File: src/rtl/ebi_slave_bridge.sv
// ebi_slave_bridge
// External-bus slave between the AT91SAM9 static memory controller and
// FPGA logic. The host strobes are asynchronous to clk_i. Each strobe is
// synchronised, and a falling edge of a strobe starts one access. An access
// decodes into a 16-byte control/status register window or an optional RAM
// window. A maskable, latched interrupt line is driven back to the host.
//
// Ports:
//   clk_i      system clock, rising edge
//   reset_i    asynchronous active-high reset
//   cs_n_i     host chip select, active low
//   rd_n_i     host read strobe, active low
//   wr_n_i     host write strobe, active low
//   addr_i     host byte address (bit 0 ignored)
//   data_i     write data from the IOBUF O pins
//   data_o     registered read data to the IOBUF I pins
//   data_oe_o  bus drive enable (IOBUF T = !data_oe_o)
//   irq_src_i  asynchronous rising-edge interrupt sources
//   irq_o      registered interrupt to host
//
// Build option: define EBI_BRIDGE_RAM_EN to build the RAM window. Without
// it, RAM-window reads return 0 and writes there are dropped.
module ebi_slave_bridge #(
    parameter int                    DATA_WIDTH = 16,
    parameter int                    ADDR_WIDTH = 25,
    parameter logic [ADDR_WIDTH-1:0] REG_BASE   = 'h0000,
    parameter logic [ADDR_WIDTH-1:0] RAM_BASE   = 'h2000,
    parameter int                    RAM_DEPTH  = 64,
    parameter int                    IRQ_COUNT  = 4,
    parameter logic [DATA_WIDTH-1:0] ID_VALUE   = 'hB51D
) (
    input  logic                  clk_i,
    input  logic                  reset_i,
    input  logic                  cs_n_i,
    input  logic                  rd_n_i,
    input  logic                  wr_n_i,
    input  logic [ADDR_WIDTH-1:0] addr_i,
    input  logic [DATA_WIDTH-1:0] data_i,
    output logic [DATA_WIDTH-1:0] data_o,
    output logic                  data_oe_o,
    input  logic [IRQ_COUNT-1:0]  irq_src_i,
    output logic                  irq_o
);
    localparam int CW = 2 * DATA_WIDTH;
    // Window bounds are one bit wider than the address so the upper bound
    // cannot wrap at the top of the address space.
    localparam logic [ADDR_WIDTH:0] REG_LO = {1'b0, REG_BASE};
    localparam logic [ADDR_WIDTH:0] REG_HI = REG_LO + (ADDR_WIDTH+1)'(16);

    // Strobe synchronisers, bit order {wr, rd, cs}. They reset to the
    // asserted level so that a strobe already low at reset release produces
    // no falling edge.
    logic [2:0] strb_s1_q, strb_s1_d;
    logic [2:0] strb_s2_q, strb_s2_d;
    logic [2:0] strb_h_q,  strb_h_d;

    logic [IRQ_COUNT-1:0] irq_s1_q, irq_s1_d;
    logic [IRQ_COUNT-1:0] irq_s2_q, irq_s2_d;
    logic [IRQ_COUNT-1:0] irq_h_q,  irq_h_d;
    logic [IRQ_COUNT-1:0] irq_rise;

    logic [DATA_WIDTH-1:0] scratch_q, scratch_d;
    logic [1:0]            control_q, control_d;
    logic [IRQ_COUNT-1:0]  pend_q,    pend_d;
    logic [IRQ_COUNT-1:0]  mask_q,    mask_d;
    logic [IRQ_COUNT-1:0]  pend_clr;
    logic [CW-1:0]         cnt_q,     cnt_d;
    logic [DATA_WIDTH-1:0] shadow_q,  shadow_d;
    logic [DATA_WIDTH-1:0] data_o_q,  data_o_d;
    logic                  irq_q,     irq_d;
    logic                  rd_pend_q, rd_pend_d;
    logic                  rd_reg_q,  rd_reg_d;
    logic [2:0]            rd_off_q,  rd_off_d;

    logic                  rd_det, wr_det;
    logic [ADDR_WIDTH:0]   addr_ext;
    logic [ADDR_WIDTH-1:0] reg_off_full;
    logic [2:0]            reg_off;
    logic                  reg_hit;
    logic                  reg_wr;
    logic [DATA_WIDTH-1:0] reg_rdata;
    logic [DATA_WIDTH-1:0] ram_rdata;
    logic                  unused_bits;

    assign data_oe_o = ~cs_n_i & ~rd_n_i;
    assign data_o    = data_o_q;
    assign irq_o     = irq_q;

    // An access starts on the cycle a synchronised strobe is first seen low
    // while the synchronised chip select is low.
    assign rd_det = strb_h_q[1] & ~strb_s2_q[1] & ~strb_s2_q[0];
    assign wr_det = strb_h_q[2] & ~strb_s2_q[2] & ~strb_s2_q[0];

    assign addr_ext     = {1'b0, addr_i};
    assign reg_hit      = (addr_ext >= REG_LO) && (addr_ext < REG_HI);
    assign reg_off_full = addr_i - REG_BASE;
    assign reg_off      = reg_off_full[3:1];
    assign reg_wr       = wr_det & reg_hit;
    assign unused_bits  = ^{reg_off_full[ADDR_WIDTH-1:4], reg_off_full[0], addr_i[0]};

    generate
        for (genvar gi = 0; gi < IRQ_COUNT; gi++) begin : g_irq
            assign irq_rise[gi] = irq_s2_q[gi] & ~irq_h_q[gi];
            assign pend_clr[gi] = reg_wr & (reg_off == 3'd3) & data_i[gi];
        end
    endgenerate

`ifdef EBI_BRIDGE_RAM_EN
    localparam int IW = $clog2(RAM_DEPTH);
    localparam logic [ADDR_WIDTH:0] RAM_LO = {1'b0, RAM_BASE};
    localparam logic [ADDR_WIDTH:0] RAM_HI = RAM_LO + (ADDR_WIDTH+1)'(2 * RAM_DEPTH);

    logic [DATA_WIDTH-1:0] mem [RAM_DEPTH];
    logic [DATA_WIDTH-1:0] ram_q;
    logic                  rd_ram_q;
    logic                  ram_hit;
    logic [IW-1:0]         ram_idx;

    assign ram_hit = (addr_ext >= RAM_LO) && (addr_ext < RAM_HI);
    assign ram_idx = addr_i[IW:1];

    // The RAM read is issued every cycle; the word captured on the detect
    // cycle is the one forwarded to data_o on the following cycle.
    always_ff @(posedge clk_i) begin
        if (wr_det && ram_hit) begin
            mem[ram_idx] <= data_i;
        end
        ram_q <= mem[ram_idx];
    end

    always_ff @(posedge clk_i or posedge reset_i) begin
        if (reset_i) begin
            rd_ram_q <= 1'b0;
        end else if (rd_det) begin
            rd_ram_q <= ram_hit;
        end
    end

    assign ram_rdata = rd_ram_q ? ram_q : '0;
`else
    logic unused_ram;
    assign unused_ram = ^{RAM_BASE, 1'(RAM_DEPTH)};
    assign ram_rdata  = '0;
`endif

    always_comb begin
        reg_rdata = '0;
        if (rd_reg_q) begin
            case (rd_off_q)
                3'd0:    reg_rdata = ID_VALUE;
                3'd1:    reg_rdata = scratch_q;
                3'd2:    reg_rdata = DATA_WIDTH'(control_q);
                3'd3:    reg_rdata = DATA_WIDTH'(pend_q);
                3'd4:    reg_rdata = DATA_WIDTH'(mask_q);
                3'd5:    reg_rdata = cnt_q[DATA_WIDTH-1:0];
                3'd6:    reg_rdata = shadow_q;
                default: reg_rdata = '0;
            endcase
        end
    end

    always_comb begin
        strb_s1_d = {wr_n_i, rd_n_i, cs_n_i};
        strb_s2_d = strb_s1_q;
        strb_h_d  = strb_s2_q;
        irq_s1_d  = irq_src_i;
        irq_s2_d  = irq_s1_q;
        irq_h_d   = irq_s2_q;

        scratch_d = scratch_q;
        control_d = control_q;
        mask_d    = mask_q;
        shadow_d  = shadow_q;
        cnt_d     = cnt_q + 1'b1;
        data_o_d  = data_o_q;

        // A new edge in the same cycle as a write-1-clear keeps the bit set.
        pend_d = irq_rise | (pend_q & ~pend_clr);

        if (reg_wr) begin
            case (reg_off)
                3'd1:    scratch_d = data_i;
                3'd2:    control_d = data_i[1:0];
                3'd4:    mask_d    = data_i[IRQ_COUNT-1:0];
                default: ;
            endcase
        end

        rd_pend_d = rd_det;
        rd_reg_d  = rd_reg_q;
        rd_off_d  = rd_off_q;
        if (rd_det) begin
            rd_reg_d = reg_hit;
            rd_off_d = reg_off;
        end

        if (rd_pend_q) begin
            data_o_d = reg_rdata | ram_rdata;
            // Reading CNT_LO freezes the high half for a later CNT_HI read.
            if (rd_reg_q && rd_off_q == 3'd5) begin
                shadow_d = cnt_q[CW-1:DATA_WIDTH];
            end
        end

        irq_d = control_q[0] | (control_q[1] & (|(pend_q & mask_q)));
    end

    always_ff @(posedge clk_i or posedge reset_i) begin
        if (reset_i) begin
            strb_s1_q <= '0;
            strb_s2_q <= '0;
            strb_h_q  <= '0;
            irq_s1_q  <= '0;
            irq_s2_q  <= '0;
            irq_h_q   <= '0;
            scratch_q <= '0;
            control_q <= '0;
            pend_q    <= '0;
            mask_q    <= '0;
            cnt_q     <= '0;
            shadow_q  <= '0;
            data_o_q  <= '0;
            irq_q     <= 1'b0;
            rd_pend_q <= 1'b0;
            rd_reg_q  <= 1'b0;
            rd_off_q  <= '0;
        end else begin
            strb_s1_q <= strb_s1_d;
            strb_s2_q <= strb_s2_d;
            strb_h_q  <= strb_h_d;
            irq_s1_q  <= irq_s1_d;
            irq_s2_q  <= irq_s2_d;
            irq_h_q   <= irq_h_d;
            scratch_q <= scratch_d;
            control_q <= control_d;
            pend_q    <= pend_d;
            mask_q    <= mask_d;
            cnt_q     <= cnt_d;
            shadow_q  <= shadow_d;
            data_o_q  <= data_o_d;
            irq_q     <= irq_d;
            rd_pend_q <= rd_pend_d;
            rd_reg_q  <= rd_reg_d;
            rd_off_q  <= rd_off_d;
        end
    end
endmodule

File: config.mk
export PLATFORM = sky130hd
export DESIGN_NAME = ebi_slave_bridge
export DESIGN_NICKNAME = d
export VERILOG_FILES = /design/src/rtl/ebi_slave_bridge.sv
export SDC_FILE = /design/constraint.sdc
export NUM_CORES = 1
export LEC_CHECK = 0
export CAP_MARGIN = 20
export CORE_MARGIN = 2
export CORE_UTILIZATION = 30
export DETAILED_ROUTE_END_ITERATION = 12
export HOLD_SLACK_MARGIN = 0.15
export PLACE_DENSITY = 0.48
export SLEW_MARGIN = 40
export SYNTH_ARGS = -nofsm -noshare
export SYNTH_HDL_FRONTEND = slang
export SYNTH_SLANG_ARGS = --single-unit
File: constraint.sdc
create_clock -name clk_i -period 4 [get_ports clk_i]
set_input_delay 0.6 -clock clk_i [delete_from_list [all_inputs] [get_ports clk_i]]
set_output_delay 0.6 -clock clk_i [all_outputs]
set_load 0.005 [all_outputs]
# ---- Yosys cells after proc, flatten, opt, wreduce, memory -nomap -nowiden
# Cells that the tools add are included.
dict set report word_totals {
  in_bits 50
  word_cells 70
  ff_bits 117
}
dict set report op_classes {
  n_addsub 1
  mux 2
  n_bitwise 30
  n_reduce_logical 8
  magnitude_cmp 2
  eq_ne 10
}
# op n
set op_table {}
lappend op_table {{$pmux W16 S7} 1}
lappend op_table {{$add A32 B1 Y32 const B} 1}
lappend op_table {{$ge A25 B1 Y1 const B} 1}
lappend op_table {{$lt A25 B5 Y1 const B} 1}
lappend op_table {{$and A1 B1 Y1} 16}
lappend op_table {{$mux W16} 1}
lappend op_table {{$eq A3 B2 Y1 const B} 4}
lappend op_table {{$eq A3 B3 Y1 const B} 4}
lappend op_table {{$not A1 Y1} 9}
lappend op_table {{$and A4 B4 Y4} 2}
lappend op_table {{$reduce_and A2 Y1} 4}
lappend op_table {{$eq A3 B1 Y1 const B} 2}
lappend op_table {{$not A4 Y4} 1}
lappend op_table {{$or A4 B4 Y4} 1}
lappend op_table {{$reduce_or A4 Y1} 1}
lappend op_table {{$logic_not A3 Y1} 1}
lappend op_table {{$logic_and A1 B1 Y1} 2}
lappend op_table {{$or A1 B1 Y1} 1}

# ---- Depth between registers and ports, before layout
dict set report logic_depth {
  ltp_word 9
  ltp_mapped 6
}

# ---- Least setup slack after synthesis
# No wires, ideal clock.
dict set report synth_timing {
  kind {input port to flip-flop}
  from {in addr_i[24]}
  to {reg scratch_q[0]}
  path_slack_ns 1.948
  setup_time_ns 0.127
  t_arrival_ns 1.925
  n_path_buf 1
  stages 5
  path_cell_list {nor4_2 > nand4_1 > nor3_4 > buf_6 > mux2_1}
}
dict set report synth_via {
  elab_chain_len 4
}
# element line_no
set synth_lines {}
lappend synth_lines {{start: declaration} 37} ;# input logic [ADDR_WIDTH-1:0] addr_i,
lappend synth_lines {{$ge A25 B1 Y1 / $lt A25 B5 Y1 (equally long branches)} 95} ;# assign reg_hit = (addr_ext >= REG_LO) && (addr_ext < REG_HI);
lappend synth_lines {{$logic_and A1 B1 Y1 *} 95}
lappend synth_lines {{$and A1 B1 Y1 *} 98} ;# assign reg_wr = wr_det & reg_hit;
lappend synth_lines {{$reduce_and A2 Y1 (no line) *} --}
lappend synth_lines {{end signal: assignment} 234} ;# scratch_q <= scratch_d;
lappend synth_lines {{end: declaration} 62} ;# logic [DATA_WIDTH-1:0] scratch_q, scratch_d;
# Mark *: on every way between the ends. The rest lies on a longest branch, timed or not.
# A chain may end at the register's enable or synchronous reset.

# ---- Worst setup path in the final report
dict set report layout_timing {
  from {in addr_i[14]}
  to {reg scratch_q[0]}
}
# The elaborated chain is that of the path after synthesis.

==> flow_metrics.env <==
export IMPL_ys_warn_count=0
export IMPL_dp_cells=677
export IMPL_fmax_mhz=393
export IMPL_endpoint_kind="register"
export IMPL_die_w_um=132
export IMPL_slew_headroom_pct=51.8
export IMPL_avgSynthCellArea_um2=12.2
export IMPL_track_usage_pct=13.6
export IMPL_pin_count=68
export IMPL_cts_resized=0
export IMPL_grt_max_degree=50
export IMPL_synth_edf_count=0
export IMPL_path_clk_slew_ns=0.05
export IMPL_required_ns=4.29
export IMPL_placed_cell_area_um2=5870
export IMPL_wl_per_cell_um=15.7
export IMPL_stdcell_count=707
export IMPL_grt_first_pass_wirelength_um=18500
export IMPL_synthToLayoutAreaGrowth_pct=30.4
export IMPL_synth_seq_cells=116
export IMPL_holdWs_ns=0.345
export IMPL_hp_class="register to register"
export IMPL_run_status="completed"
export IMPL_leakage_nw=2.81
export IMPL_clk_path_buf_depth=2
export IMPL_htreeDepth=4
export IMPL_nets=531
export IMPL_wirelength_um=11100
export IMPL_fin_ws_ns=1.46
export IMPL_fin_crit_ns=2.54
export IMPL_power_density_nw_per_um2=452
export IMPL_syn_cell_area_um2=4950
export IMPL_coreArea_um2=16000
export IMPL_preCtsSetupSlack_ns=0.952
export IMPL_cp_max_fo=13
export IMPL_cts_tree="done"
export IMPL_finalHoldViolCount=0
export IMPL_r2r_slack_ns=1.70
export IMPL_dpl_hpwl_um=7720
export IMPL_worstSetupPathType="input pin to register"
export IMPL_grt_overflow=0
export IMPL_diodes=0
export IMPL_drc=0
export IMPL_fp_dieArea_um2=17600
export IMPL_yosys_most_used_dff="dfrtp_1"
export IMPL_rsz0062_at_grt="no"
export IMPL_clock_skew_ns=0.00637
export IMPL_ant_nets=0
export IMPL_worst_ep_arrival_time_ns=2.83
export IMPL_setup_viol=0
export IMPL_slew_violations=0
export IMPL_firstDrtPassIters=4
export IMPL_period_share_pct=63.6
export IMPL_critPathLaunchType="input pin"
export IMPL_max_cap_violations=0
export IMPL_ys_seq_area_share_pct=58.6
export IMPL_syn_inst=406
export IMPL_detail_route_iter0_violations=172
export IMPL_antenna_found_initial=0
export IMPL_numPortBuffers=66
export IMPL_fin_setup_tns_ns=0
export IMPL_die_y_um=132
export IMPL_layout_drive_gt1_share_pct=14.9
export IMPL_irDropWorstVdd_mv=0.241
export IMPL_initial_core_util_pct=31.0
export IMPL_rows=46
export IMPL_fin_area_um2=6460
export IMPL_synth_distinct_cells=44
export IMPL_cts_hold_buf=0
export IMPL_vias_per_cell=4.75
export IMPL_post_cts_repair_setup_buffers=0
export IMPL_async_flop_share_pct=100
export IMPL_tightest_slew_ns=0.722
export IMPL_clk_latency_ns=0.41
export IMPL_cts_buffers=17
export IMPL_syn_nets=457
export IMPL_cts_sinks=116
export IMPL_root_buffer="clkbuf_16"
export IMPL_num_vias=3358
export IMPL_grt_pass1_vias=3439
export IMPL_gp_congestion=0.751
[final timing paths]
check                                       start                        to  cells after the start
setup / recovery                       addr_i[14]  scratch_q[0]$_DFFE_PP0P_                      6
hold / removal             strb_s1_q[1]$_DFF_PP0_     strb_h_d[1]$_DFF_PP0_                      0
setup reg to reg            strb_h_d[0]$_DFF_PP0_  scratch_q[0]$_DFFE_PP0P_                      5
hold reg to reg            strb_s1_q[1]$_DFF_PP0_     strb_h_d[1]$_DFF_PP0_                      0
max in group asynchronous                 reset_i    data_o[11]$_DFFE_PP0P_                      3
min in group asynchronous                 reset_i     irq_s1_q[1]$_DFF_PP0_                      2
[metal layers]
layer / wire length [µm] / global-route usage [%]
met1: 5580 / 19.4
met5: 0 / 0
met3: 539 / 4.90
met2: 4820 / 18.7
met4: 150 / 5.38
[final cells by class]
type,instances,area (µm²)
flip-flops and latches,116,2900
repair buffers,73,713
well taps,216,270
inverters,32,123
clock buffers,26,509
fillers,1570,9540
multi-input cells,240,1870
clock inverters,4,70.1
[stage by stage]
| step | total power, mW | util, % |
|---|---|---|
| CTS | 2.96 | 40.3 |
| finish | 2.92 | 40.4 |
| global route | 3.04 | 40.4 |
| floorplan | 1.35 | - |
| global placement | 1.45 | 36.6 |
| detailed placement | 1.46 | 36.7 |
[flip-flops by register name (all words and copies together) (netlist names)]
register,cells
cnt_q,32
data_o,16
scratch_q,16
shadow_q,16
irq_h_d,4
irq_h_q,4
irq_s1_q,4
mask_q,4
pend_q,4
rd_off_q,3
strb_h_d,3
strb_s1_q,3
control_q,2
strb_h_q,2
irq_o,1
rd_pend_q,1
rd_reg_q,1
[Yosys cell counts (all sizes together) (8+ instances only)]
library cell / n / share of area [%]
dfrtp: 116 / 59
mux2: 39 / 8.9
inv: 32 / 2.4
xnor2: 23 / 4.1
nand3: 17 / 1.7
o22ai: 15 / 1.9
nand4: 14 / 1.8
nand2: 13 / 0.99
a21oi: 12 / 1.2
a22o: 12 / 2.1
clkbuf: 11 / 0.83
nor2: 9 / 0.68
a22oi: 8 / 1.2
[report_power, final]
group | total [mW] | switching [mW] | internal (mW)
logic | 0.210 | 0.112 | 0.0977
clock network | 1.48 | 0.491 | 0.989
registers | 1.23 | 0.0327 | 1.20
[cells in the final DEF, fill, tap and decap left out, types with 4 or more instances in the layout]
cell             count
clkbuf_8             5
a21oi_1             12
nor2_1               9
o22ai_1             15
xor2_1               7
and3_1               6
clkbuf_1             4
nand3_1             17
inv_1               31
o21ai_0              4
a22oi_1              8
a22o_1              12
nand4_1             14
nand2_1             13
a211oi_1             6
dfrtp_1            115
mux2_1              10
clkdlybuf4s50_1     66
nor2b_1              6
and4_1               6
buf_4                7
a221o_1              5
mux2_2              29
xnor2_1             23
mux2i_1              4
clkbuf_16           17
[critical path: stages]
cell,delay [ns]
clkdlybuf4s50_1,0.42
nor4_2,0.32
nand4_1,0.24
nor3_4,0.67
buf_4,0.26
mux2_1,0.32
[logic make-up after synthesis]
logic type      Yosys count  share of synthesized area (%)
flops                   116                           58.6
simple gates             97                           12.0
compound gates           69                           10.1
buf+inv                  50                           4.07
mux                      43                           9.68
xor+xnor                 30                           5.31
fa+ha+maj                 1                          0.253
No activity file was read; power rests on OpenSTA's default activity.
